File: src/rtl/conv_serializer_pkg.sv
// Shared convolution datapath types plus the serializer's state encoding.
package conv_serializer_pkg;

  localparam int DATA_W = 16;
  localparam int LEN    = 3;

  typedef logic [DATA_W-1:0] data_t;
  typedef data_t [LEN-1:0]   data_vector;

  typedef enum logic {
    SER_IDLE = 1'b0,
    SER_SEND = 1'b1
  } ser_state_t;

  localparam int SER_IDX_W = (LEN > 1) ? $clog2(LEN) : 1;

endpackage

File: src/rtl/conv_serializer_if.sv
// Vector-in / element-out handshake bundle for conv_serializer.
interface conv_serializer_if #(
  parameter int LEN = conv_serializer_pkg::LEN
);
  import conv_serializer_pkg::*;

  data_t [LEN-1:0] in_vec;
  logic            in_valid;
  logic            in_ready;
  data_t           out_data;
  logic            out_valid;
  logic            out_last;
  logic            out_ready;

  modport master (
    output in_vec, in_valid, out_ready,
    input  in_ready, out_data, out_valid, out_last
  );

  modport slave (
    input  in_vec, in_valid, out_ready,
    output in_ready, out_data, out_valid, out_last
  );

endinterface

File: src/rtl/conv_serializer.sv
// Unpacks one LEN-element window per handshake into element-wide transfers, index 0 first.
// Define CONV_SER_PIPE_EN to accept the next window on the last element's transfer (no IDLE bubble).
module conv_serializer #(
  parameter int LEN   = conv_serializer_pkg::LEN,
  parameter int IDX_W = (LEN > 1) ? $clog2(LEN) : 1
) (
  input  logic             clk,
  input  logic             rst,
  conv_serializer_if.slave bus
);
  import conv_serializer_pkg::*;

  localparam logic [IDX_W-1:0] IDX_ZERO = {IDX_W{1'b0}};
  localparam logic [IDX_W-1:0] IDX_LAST = IDX_W'(LEN - 1);

  ser_state_t       state_r;
  ser_state_t       state_nxt_s;
  logic [IDX_W-1:0] idx_r;
  logic [IDX_W-1:0] idx_nxt_s;
  data_t [LEN-1:0]  buf_r;
  data_t            out_data_s;
  logic             load_s;
  logic             last_s;
  logic             in_ready_s;
  logic             in_xfer_s;
  logic             out_xfer_s;

  assign last_s = (idx_r == IDX_LAST);

`ifdef CONV_SER_PIPE_EN
  // in_ready follows out_ready combinationally on the last element.
  assign in_ready_s = !rst && ((state_r == SER_IDLE) ||
                               ((state_r == SER_SEND) && last_s && bus.out_ready));
`else
  assign in_ready_s = !rst && (state_r == SER_IDLE);
`endif

  assign in_xfer_s  = bus.in_valid && in_ready_s;
  assign out_xfer_s = (state_r == SER_SEND) && bus.out_ready;

  // State, index and window buffer registers
  always_ff @(posedge clk or posedge rst) begin
    if (rst) begin
      state_r <= SER_IDLE;
      idx_r   <= IDX_ZERO;
      buf_r   <= {(LEN * DATA_W){1'b0}};
    end else begin
      state_r <= state_nxt_s;
      idx_r   <= idx_nxt_s;
      if (load_s) begin
        buf_r <= bus.in_vec;
      end
    end
  end

  // Next-state and index update
  always_comb begin
    state_nxt_s = state_r;
    idx_nxt_s   = idx_r;
    load_s      = 1'b0;
    case (state_r)
      SER_IDLE: begin
        if (in_xfer_s) begin
          load_s      = 1'b1;
          idx_nxt_s   = IDX_ZERO;
          state_nxt_s = SER_SEND;
        end else begin
          state_nxt_s = SER_IDLE;
        end
      end
      SER_SEND: begin
        if (out_xfer_s && last_s) begin
          idx_nxt_s = IDX_ZERO;
          if (in_xfer_s) begin
            load_s      = 1'b1;
            state_nxt_s = SER_SEND;
          end else begin
            state_nxt_s = SER_IDLE;
          end
        end else if (out_xfer_s) begin
          idx_nxt_s = idx_r + IDX_W'(1);
        end else begin
          idx_nxt_s = idx_r;
        end
      end
      default: begin
        state_nxt_s = SER_IDLE;
        idx_nxt_s   = IDX_ZERO;
      end
    endcase
  end

  // AND-OR element select keeps the mux free of out-of-range indexing
  always_comb begin
    out_data_s = {DATA_W{1'b0}};
    for (int i = 0; i < LEN; i++) begin
      out_data_s = out_data_s | ({DATA_W{idx_r == IDX_W'(i)}} & buf_r[i]);
    end
  end

  assign bus.in_ready  = in_ready_s;
  assign bus.out_valid = (state_r == SER_SEND);
  assign bus.out_data  = out_data_s;
  assign bus.out_last  = (state_r == SER_SEND) && last_s;

endmodule

File: src/flat_wrapper.sv
// flat-port wrapper written by rule: the top's interface ports become plain ports
module conv_serializer_flat import conv_serializer_pkg::*;
#(
  parameter int LEN   = conv_serializer_pkg::LEN,
  parameter int IDX_W = (LEN > 1) ? $clog2(LEN) : 1
)
  (clk, rst, bus_in_vec, bus_in_valid, bus_out_ready, bus_in_ready, bus_out_data, bus_out_valid, bus_out_last);
  conv_serializer_if #(.LEN(LEN)) bus_i ();
  input  logic clk;
  input  logic rst;
  input wire logic [$bits(bus_i.in_vec)-1:0] bus_in_vec;
  input wire logic [$bits(bus_i.in_valid)-1:0] bus_in_valid;
  input wire logic [$bits(bus_i.out_ready)-1:0] bus_out_ready;
  output wire logic [$bits(bus_i.in_ready)-1:0] bus_in_ready;
  output wire logic [$bits(bus_i.out_data)-1:0] bus_out_data;
  output wire logic [$bits(bus_i.out_valid)-1:0] bus_out_valid;
  output wire logic [$bits(bus_i.out_last)-1:0] bus_out_last;
  assign bus_i.in_vec = bus_in_vec;
  assign bus_i.in_valid = bus_in_valid;
  assign bus_i.out_ready = bus_out_ready;
  assign bus_in_ready = bus_i.in_ready;
  assign bus_out_data = bus_i.out_data;
  assign bus_out_valid = bus_i.out_valid;
  assign bus_out_last = bus_i.out_last;
  conv_serializer #(.LEN(LEN), .IDX_W(IDX_W)) u_core (.clk(clk), .rst(rst), .bus(bus_i));
endmodule
File: config.mk
export PLATFORM = sky130hd
export DESIGN_NAME = conv_serializer_flat
export DESIGN_NICKNAME = d
export VERILOG_FILES = /design/src/rtl/conv_serializer_pkg.sv /design/src/rtl/conv_serializer_if.sv /design/src/rtl/conv_serializer.sv /design/src/flat_wrapper.sv
export SDC_FILE = /design/constraint.sdc
export NUM_CORES = 1
export LEC_CHECK = 0
export ABC_CLOCK_PERIOD_IN_PS = 1800
export BUFFER_PORTS_ARGS = -buffer_cell sky130_fd_sc_hd__buf_2
export CAP_MARGIN = 0
export CORE_ASPECT_RATIO = 1.4
export CORE_UTILIZATION = 51
export CTS_CLUSTER_SIZE = 10
export DETAILED_ROUTE_END_ITERATION = 12
export MAX_ROUTING_LAYER = met4
export PLACE_DENSITY = 0.79
export SLEW_MARGIN = 10
export SYNTH_ARGS = -nofsm -noshare
export SYNTH_HDL_FRONTEND = slang
export SYNTH_SLANG_ARGS = --single-unit
File: constraint.sdc
create_clock -name clk -period 1.8 [get_ports clk]
set_input_delay 0.09 -clock clk [delete_from_list [all_inputs] [get_ports clk]]
set_output_delay 0.09 -clock clk [all_outputs]
set_load 0.01 [all_outputs]
==> run_results.csv, run 1 <==
group,metric,value,unit
flow_run,maxCapViolations,0,
sta,timing.final.hold_violations,0,
sta,fin_crit_sh,0.889,
routing,drc,0,
critical_path,crit_type,"reg2out",
routing,drt-total-wl,4280,microns
layout,seq_area,1280,sq um
die,initial_core_util,0.540,
routing,avgViaCountPerCell,5.04,
sta,setup_viol,0,
layout,fin_cells,306,
layout,nFillCells,347,
clock_tree,worstSkewPairLatency,0.29,ns
clock_tree,cts_root_buf,"clkbuf_8",
power_and_ir_drop,vdd_drop_max,0.760,mV
sta,worst_pin_slew,0.465,ns
layout,area_delta_synth_final,22.0,%
critical_path,worstPathCellList,"buf_4, mux2i_1, o22ai_1, buf_2",
logic_synthesis,synth_ff_type,"dfrtp_1",
routing,wl_per_cell,14.0,microns
critical_path,cp-start-kind,"register",
critical_path,timing.rr.end,"u_core.buf_r[46]",
critical_path,critPathCapture,"bus_out_data[12]",
layout,post_route_cells_drive_above_1_share,0.545,
critical_path,worstPathRequired,1.71,ns
placed_design,dp.cells,297,
critical_path,critPathSlowestCell,"dfrtp_1",
layout,layout.nets,297,
global_routing,grt_pass1_vias,1517,
clock_tree,cts.reportedPaths.clkPinSlew,0.08,ns
routing,first_iter_violations,51,
critical_path,worstPathMaxFanout,25,
sta,hold_slack,0.0203,ns
logic_synthesis,synth_top_area_cell,"dfrtp_1",
layout,multi_input_area,962,sq um
clock_tree,cts_tree,"done",
global_routing,gr-usage-all-layers,0.193,
layout,diodes,0,
logic_synthesis,synth_area,2330,sq um
die,dieArea,4840,sq um
power_and_ir_drop,cellLeakagePower,1.37,nW
logic_synthesis,synth_cell_types,21,
critical_path,slowest_delay,0.38,ns
die,core-area,4310,sq um
die,io_pins,71,
sta,fmax,0.625,GHz
logic_synthesis,ys_warn_count,0,
die,fp.dieH,81.9,microns
clock_tree,cts_buffer_depth,2,
global_routing,grt_max_degree,50,
logic_synthesis,synth.top_cell.area_share,0.548,
sta,skew,0.00251,ns
routing,via_count,1543,
critical_path,cp-end-kind,"output pin",
routing,firstDrtPassIters,4,
critical_path,rr_worst_depth,4,
logic_synthesis,syn-num-nets,226,
sta,drv_slew,0,
placed_design,dp_hpwl,3100,microns
logic_synthesis,yosysSeqAreaShare,0.548,
logic_synthesis,synthTopCellsByCount,"dfrtp_1, mux2_2, nand2_1",
logic_synthesis,synth_edf_count,0,
placed_design,gp_congestion,0.708,
sta,rsz0062_at_grt,"false",
sta,slew_headroom,0.689,
clock_tree,cts_resized,0,
placed_design,io_buffers,70,
power_and_ir_drop,power_per_cell_area,1660,nW/um^2
logic_synthesis,ys_seq_elements,51,
logic_synthesis,synth.area.top_cells,"dfrtp_1, mux2_2, mux2i_1, mux2_4, o22ai_1",
logic_synthesis,syn_avg_cell_area,13.4,sq um
global_routing,overflow,0,
die,row_count,28,
logic_synthesis,async_flop_share,1.00,
critical_path,critPathArrivalTime,1.51,ns
sta,setup_tns,0,ns
clock_tree,cts_made_buffers,5,
critical_path,startpoint,"u_core.idx_r[0]",
die,die_width,59.1,microns
critical_path,reg2reg_slack,0.28,ns
logic_synthesis,synthCells,174,
global_routing,antenna_found_initial,0,
worst_hold_path,min_path_type,"in2reg",
critical_path,worstReg2RegStart,"u_core.bus.out_valid",
clock_tree,htreeDepth,2,
global_routing,grt_pass1_wl,6740,microns
logic_synthesis,yosysMostFrequentCell,"dfrtp_1",
outcome,status,"finished clean",
clock_tree,clock_sinks,51,
sta,fin_crit,1.60,ns
routing,antenna_left,0,
-- cell type report --
class | count | area share
sequential | 51 | 0.450
multi-input combinational | 108 | 0.339
timing repair buffer | 77 | 0.147
clock buffer | 8 | 0.0353
tap | 60 | 0.0264
inverter | 2 | 0.00264
-- worst min-delay path by stage --
stage / from / cells past startpoint / slack [ns] / to
finish: bus_out_ready / 2 / 0.02 / u_core.bus.out_valid
floorplan: bus_out_ready / 1 / 0.19 / u_core.bus.out_valid
CTS: bus_out_ready / 2 / 0.007 / u_core.bus.out_valid
detailed placement: rst / 2 / 0.16 / u_core.buf_r[32]
global route: bus_out_ready / 2 / 0.003 / u_core.bus.out_valid
global placement: rst / 2 / 0.14 / u_core.buf_r[32]
-- placed cells by master (no fill, tap or decap) --
cell type,instances
a21oi_1,1
a31oi_1,1
and2_1,1
and2_4,1
buf_12,1
buf_2,70
buf_4,5
clkbuf_1,1
clkbuf_8,7
dfrtp_1,51
dlygate4sd3_1,1
inv_1,1
inv_2,1
mux2_2,39
mux2_4,9
mux2i_1,16
nand2_1,18
nor2_1,1
nor2_2,1
nor2b_1,1
o21ai_0,5
o22a_1,1
o22ai_1,12
o2bb2ai_1,1
-- state kept, by name, indices dropped and copies added (netlist names) --
signal	cells
u_core.bus.out_valid	1
u_core.buf_r	48
u_core.idx_r	2
-- where the power goes --
part | internal [mW] | total [mW] | switching (mW) | leakage, nW
Combinational | 1.12 | 2.02 | 0.898 | 0.704
Sequential | 1.71 | 2.01 | 0.299 | 0.613
Clock | 0.351 | 0.687 | 0.337 | 0.0515
-- critical path: cells and delay by family (launching register included) --
family	cells	cell delay (ns)
flops	1	0.38
compound gates	1	0.10
mux	1	0.24
buf+inv	2	0.49
-- timing repair --
action | 4_1_cts | 5_1_grt
setup endpoints to repair | 0 | 0
hold buffers | 1 | 0
setup buffers | 0 | 0
endpoints found under the hold margin | 21 | 0
-- logic make-up (layout without fill, tap and decap cells) --
kind of cell	Yosys count	in the layout	share of synthesized area
AO/OA/AOI/OAI	21	21	0.0554
buffers and inverters	15	87	0.0382
flip-flops	51	51	0.548
multiplexers	64	64	0.316
AND/OR/NAND/NOR	23	23	0.0425
-- stage by stage --
step                       util  setup slack [ns]  total power, mW  cell area (sq um)
after floorplan               -             0.118             3.44               2330
after global placement    0.633             0.337             3.99               2730
after detailed placement  0.633             0.300             4.08               2730
after CTS                 0.659             0.161             4.78               2840
after global routing      0.659             0.101             5.03               2840
final                     0.659             0.200             4.71               2840
-- layer usage --
metal / share of wire / global-route usage / up-vias
li1: - / - / 754
met5: 0 / - / -
met3: 0.042 / 0.0378 / 5
met2: 0.52 / 0.326 / 49
met1: 0.43 / 0.231 / 735
met4: 0.0096 / 0.0643 / 0
Power figures use the tool's default switching activity.
==> run 2, diff against run 1 <==
Settings changed: ABC_AREA set to 1.
==> run 2 against run 1 <==
Effect of this change: routed wire length grew 31%; synthesized cell count grew 74%; global-route usage grew 6.7 points; critical path depth grew 1; sequential cell count is the same; critical endpoint is now bus_out_data[10].
==> run_results.csv, run 2 <==
group,metric,value,unit
die,io_pins,71,
clock_tree,worstSkewPairLatency,0.30,ns
routing,drt-total-wl,5610,microns
sta,timing.final.hold_violations,0,
power_and_ir_drop,vdd_drop_max,0.738,mV
power_and_ir_drop,p_int,2.72,mW
logic_synthesis,synth.top_cell.area_share,0.542,
logic_synthesis,synthTopCellsByCount,"nand2_1, nand3_1, dfrtp_1",
sta,skew,0.00778,ns
logic_synthesis,synth.area.top_cells,"dfrtp_1, nand2_1, nand3_1, buf_2, buf_4",
placed_design,gp_congestion,0.797,
clock_tree,htreeDepth,2,
outcome,status,"finished clean",
power_and_ir_drop,pwr-share-seq,0.439,
global_routing,antenna_found_initial,0,
logic_synthesis,synth_cell_types,11,
power_and_ir_drop,cellLeakagePower,1.62,nW
routing,first_iter_violations,123,
die,initial_core_util,0.542,
critical_path,worstPathRequired,1.71,ns
sta,setup_tns,0,ns
layout,diodes,0,
sta,drv_slew,0,
routing,via_count,2199,
clock_tree,clock_sinks,51,
global_routing,gr-usage-all-layers,0.260,
layout,top_register,"u_core.buf_r",
critical_path,rr_worst_depth,6,
clock_tree,cts_buffer_depth,2,
power_and_ir_drop,p_comb_frac,0.418,
layout,final_common_cell,"nand2_1",
die,core-area,4340,sq um
clock_tree,cts_root_buf,"clkbuf_8",
die,row_count,28,
sta,worst_pin_slew,0.440,ns
layout,largest_reg_flops,48,
logic_synthesis,syn_avg_cell_area,7.80,sq um
routing,drc,0,
layout,layout.nets,422,
global_routing,grt_max_degree,41,
critical_path,worstPathMaxFanout,17,
logic_synthesis,synth_area,2350,sq um
sta,fin_crit_sh,0.931,
critical_path,cp-end-kind,"output pin",
routing,antenna_left,0,
logic_synthesis,yosysSeqAreaShare,0.542,
logic_synthesis,ys_seq_elements,51,
critical_path,startpoint,"u_core.idx_r[0]",
layout,post_route_cells_drive_above_1_share,0.249,
placed_design,dp_hpwl,3900,microns
critical_path,timing.rr.end,"u_core.idx_r[1]",
power_and_ir_drop,p_clk_frac,0.144,
clock_tree,cts_resized,0,
layout,multi_input_area,960,sq um
die,die_width,59.4,microns
die,dieArea,4900,sq um
layout,final_cell_mix,"nand2_1, buf_2, nand3_1",
logic_synthesis,synth_top_area_cell,"dfrtp_1",
worst_hold_path,min_path_type,"in2reg",
logic_synthesis,async_flop_share,1.00,
power_and_ir_drop,power_switching,1.87,mW
critical_path,critPathArrivalTime,1.59,ns
logic_synthesis,yosysMostFrequentCell,"nand2_1",
critical_path,critPathCapture,"bus_out_data[10]",
global_routing,overflow,0,
logic_synthesis,ys_warn_count,0,
sta,slew_headroom,0.706,
sta,fin_crit,1.68,ns
routing,wl_per_cell,13.0,microns
logic_synthesis,syn-num-nets,354,
global_routing,grt_pass1_wl,9130,microns
clock_tree,cts.reportedPaths.clkPinSlew,0.09,ns
clock_tree,cts_tree,"done",
logic_synthesis,synthCells,302,
sta,fmax,0.597,GHz
die,fp.dieH,82.4,microns
placed_design,io_buffers,70,
power_and_ir_drop,power_per_cell_area,1610,nW/um^2
clock_tree,cts_made_buffers,5,
critical_path,crit_type,"reg2out",
flow_run,maxCapViolations,0,
layout,final_area,2850,sq um
critical_path,worstReg2RegStart,"u_core.idx_r[1]",
logic_synthesis,synth_edf_count,0,
layout,area_delta_synth_final,20.8,%
routing,avgViaCountPerCell,5.11,
sta,setup_viol,0,
logic_synthesis,synth_ff_type,"dfrtp_1",
placed_design,dpl_cell_area,2750,sq um
layout,seq_area,1280,sq um
power_and_ir_drop,switching_share,0.408,
global_routing,grt_pass1_vias,2139,
sta,rsz0062_at_grt,"false",
critical_path,reg2reg_slack,0.52,ns
layout,nFillCells,413,
routing,firstDrtPassIters,4,
critical_path,cp-start-kind,"register",
==> run 2: cell families after synthesis <==
kind of cell,count (synthesis),synth area share
buffers and inverters,25,0.0526
flip-flops,51,0.542
AND/OR/NAND/NOR,226,0.405
==> run 2: layer usage <==
layer  global-route usage  vias to the layer above  wire [microns]
li1                     -                     1089               -
met1                0.285                     1031            2350
met2                0.455                       67            2920
met3               0.0483                       12             215
met4                0.117                        0             121
met5                    -                        -               0
==> run 2: worst max-delay path, cell delays in order (launching register included) <==
cell,delay (ns)
dfrtp_1,0.47
inv_2,0.09
nor2_4,0.36
nand2_1,0.12
nand3_1,0.11
buf_2,0.13
==> run 2: how the worst min path moves through the flow <==
stage / from / end / slack, ns / cells past startpoint
final: bus_in_vec[1] / u_core.buf_r[1] / 0.006 / 3
after detailed placement: rst / u_core.buf_r[35] / 0.15 / 2
after CTS: bus_in_vec[1] / u_core.buf_r[1] / 0.005 / 3
after global routing: bus_in_vec[5] / u_core.buf_r[5] / 0.01 / 3
after floorplan: bus_in_vec[0] / u_core.buf_r[0] / 0.23 / 2
after global placement: rst / u_core.bus.out_valid / 0.14 / 2
==> run 2: timing repair <==
action / 4_1_cts / 5_1_grt
hold buffers: 1 / 0
setup buffers: 0 / 0
endpoints found under the hold margin: 20 / 0
==> run 2: stage by stage <==
| stage | setup slack, ns | std cells | power, mW | utilization | hold slack, ns |
|---|---|---|---|---|---|
| 6_report | 0.125 | 430 | 4.59 | 0.655 | 0.00613 |
| 5_1_grt | 0.0147 | 430 | 4.96 | 0.655 | 0.0101 |
| 4_1_cts | 0.130 | 430 | 4.63 | 0.655 | 0.00476 |
| 3_5_place_dp | 0.472 | 422 | 3.97 | 0.632 | 0.151 |
| 3_3_place_gp | 0.509 | 422 | 3.90 | 0.632 | 0.143 |
| 2_1_floorplan | 0.480 | 302 | 3.26 | - | 0.235 |
==> run 2: power by group through the flow <==
stage | combinational [mW] | clock [mW] | sequential, mW
3_5_place_dp | 1.94 | 0 | 2.03
6_report | 1.92 | 0.661 | 2.02
3_3_place_gp | 1.89 | 0 | 2.01
2_1_floorplan | 1.32 | 0 | 1.95
5_1_grt | 2.18 | 0.715 | 2.07
4_1_cts | 1.95 | 0.670 | 2.01
==> run 2: layout make-up <==
| type | count | share of cell area |
|---|---|---|
| Tap cell | 60 | 0.0264 |
| Inverter | 7 | 0.00923 |
| Clock buffer | 6 | 0.0290 |
| Multi-Input combinational cell | 226 | 0.337 |
| Sequential cell | 51 | 0.449 |
| Clock inverter | 1 | 0.00176 |
| Timing Repair Buffer | 79 | 0.148 |
==> run 3, diff against run 2 <==
--- a/config.mk
+++ b/config.mk
@@ -10,10 +10,12 @@
 export BUFFER_PORTS_ARGS = -buffer_cell sky130_fd_sc_hd__buf_2
 export CAP_MARGIN = 0
+export CELL_PAD_IN_SITES_DETAIL_PLACEMENT = 0
+export CELL_PAD_IN_SITES_GLOBAL_PLACEMENT = 1
 export CORE_ASPECT_RATIO = 1.4
-export CORE_UTILIZATION = 51
+export CORE_UTILIZATION = 36
 export CTS_CLUSTER_SIZE = 10
 export DETAILED_ROUTE_END_ITERATION = 12
 export MAX_ROUTING_LAYER = met4
-export PLACE_DENSITY = 0.79
+export PLACE_DENSITY_LB_ADDON = 0.1
 export SLEW_MARGIN = 10
 export SYNTH_ARGS = -nofsm -noshare
==> constraint.sdc (replaced) <==
create_clock -name clk -period 1.8 [get_ports clk]
set_input_delay 0.09 -clock clk [delete_from_list [all_inputs] [get_ports clk]]
set_output_delay 0.09 -clock clk [all_outputs]
set_load 0.1 [all_outputs]
==> run 3 against run 2 <==
Effect of this change: global-route usage fell by 5.9 points; via count rose by 0.23%; non-clock buffer count rose by 1; sequential share of layout area fell by 5.4 points; hold slack improved by 0.011 ns; first-iteration DRC count fell by 23%; worst setup slack improved by 0.012 ns; routed wire length rose by 12%; critical path depth did not move; core utilization fell by 14 points.
==> run_results.csv, run 3 (same netlist as run 2, synthesis figures left out) <==
group,metric,value,unit
outcome,status,"finished clean",
critical_path,cp-start-kind,"register",
clock_tree,cts_tree,"done",
clock_tree,cts_made_buffers,5,
global_routing,overflow,0,
layout,diodes,0,
sta,skew,0.00500,ns
layout,finish.utilization,0.517,
global_routing,grt_max_degree,52,
sta,fin_crit_sh,0.924,
layout,top_register,"u_core.buf_r",
global_routing,grt_pass1_vias,2183,
routing,wl_per_cell,14.2,microns
layout,final_common_cell,"nand2_1",
clock_tree,cts_buffer_depth,2,
layout,final_cell_mix,"nand2_1, nand3_1, buf_2",
clock_tree,worstSkewPairLatency,0.29,ns
layout,final_area,3230,sq um
routing,avgViaCountPerCell,4.96,
placed_design,io_buffers,70,
placed_design,dpl_cell_area,3040,sq um
critical_path,critPathTopFamily,"flip-flops",
critical_path,rr_worst_depth,5,
global_routing,gr-usage-all-layers,0.201,
clock_tree,cts.reportedPaths.clkPinSlew,0.09,ns
critical_path,critPathSlowestCell,"dfrtp_1",
die,die_width,70.4,microns
die,row_count,34,
critical_path,path_depth,5,
critical_path,cp_num_buf_inv,2,
global_routing,antenna_found_initial,0,
flow_run,maxCapViolations,0,
sta,timing.final.hold_violations,0,
layout,layout.nets,423,
placed_design,dp_hpwl,4280,microns
critical_path,slowest_delay,0.47,ns
layout,seq_area,1280,sq um
routing,drc,0,
die,initial_core_util,0.377,
global_routing,grt_pass1_wl,10500,microns
routing,antenna_left,0,
die,dieArea,6870,sq um
worst_hold_path,min_path_type,"in2reg",
critical_path,worstPathCellList,"nor2_2, buf_6, nand2_1, nand3_1, buf_12",
layout,post_route_cells_drive_above_1_share,0.253,
sta,drv_slew,0,
sta,rsz0062_at_grt,"false",
sta,fin_crit,1.66,ns
clock_tree,clock_sinks,51,
layout,nFillCells,644,
layout,area_delta_synth_final,37.2,%
sta,setup_tns,0,ns
critical_path,cp-end-kind,"output pin",
routing,via_count,2204,
routing,drt-total-wl,6300,microns
critical_path,crit_type,"reg2out",
clock_tree,htreeDepth,2,
sta,worst_pin_slew,0.665,ns
sta,slew_headroom,0.557,
die,io_pins,71,
layout,multi_input_area,967,sq um
layout,largest_reg_flops,48,
placed_design,gp_congestion,0.805,
clock_tree,cts_root_buf,"clkbuf_8",
die,fp.dieH,97.7,microns
critical_path,worstPathMaxFanout,14,
sta,fmax,0.601,GHz
critical_path,worstPathRequired,1.71,ns
critical_path,reg2reg_slack,0.39,ns
routing,first_iter_violations,95,
worst_hold_path,min_path_cells,3,
sta,setup_viol,0,
routing,firstDrtPassIters,4,
critical_path,critPathArrivalTime,1.57,ns
die,core-area,6250,sq um
[run 3: cell count changes in the layout (fill, tap and decap cells not counted)]
cell,previous run,this run
buf_12,0,21
buf_2,70,52
buf_4,8,5
bufinv_16,0,2
buf_6,0,1
clkbuf_1,0,1
clkbuf_8,6,5
clkinv_2,1,0
nor2_1,1,0
nor2_4,3,4
[run 3: per-stage QoR]
stage | instances | hold WS [ns] | setup WS (ns)
2_1_floorplan | 302 | 0.235 | 0.0322
3_3_place_gp | 432 | 0.322 | 0.339
3_5_place_dp | 432 | 0.325 | 0.337
4_1_cts | 443 | 0.00975 | -0.000129
5_1_grt | 444 | 0.0137 | 0.0203
6_report | 444 | 0.0176 | 0.137
[run 3: path summary, 6_finish.rpt]
| kind | startpoint | endpoint |
|---|---|---|
| max | u_core.idx_r[1] | bus_out_data[9] |
| min | bus_in_vec[39] | u_core.buf_r[39] |
| max reg2reg | u_core.bus.out_valid | u_core.buf_r[38] |
| min reg2reg | u_core.buf_r[4] | u_core.buf_r[4] |
| max in group asynchronous | rst | u_core.buf_r[44] |
| min in group asynchronous | rst | u_core.bus.out_valid |
[run 3: layout make-up]
cell class	count	area share
flip-flops and latches	51	0.395
multi-input cells	226	0.299
repair buffers	80	0.229
clock buffers	6	0.0225
clock inverters	2	0.0186
inverters	7	0.00813
well taps	72	0.0279
[run 3: what timing repair did]
| action | 4_1_cts | 5_1_grt |
|---|---|---|
| buffers inserted | 2 | 1 |
| pin swaps | 1 | 1 |
| hold buffers | 1 | 0 |
| hold endpoints to repair | 3 | 0 |
| gates resized for setup | 0 | 1 |
| setup endpoints to repair | 2 | 17 |
[run 3: routing by layer]
metal,track usage,share of wire,vias to the layer above
met5,-,0,-
met4,0.0708,0.021,0
met3,0.0270,0.033,10
met2,0.333,0.49,60
met1,0.249,0.45,1039
li1,-,-,1095
[run 3: worst reg2reg max path: stages, from the launching register on]
cell and delay (ns):
dfrtp_1 0.45, nor2_4 0.16, nand2_1 0.27, buf_12 0.29, nand2_1 0.09, nand2_1 0.05
Power of run 3 is not shown: default switching activity piles up to over one toggle a cycle in this logic, so the estimate is an artifact.
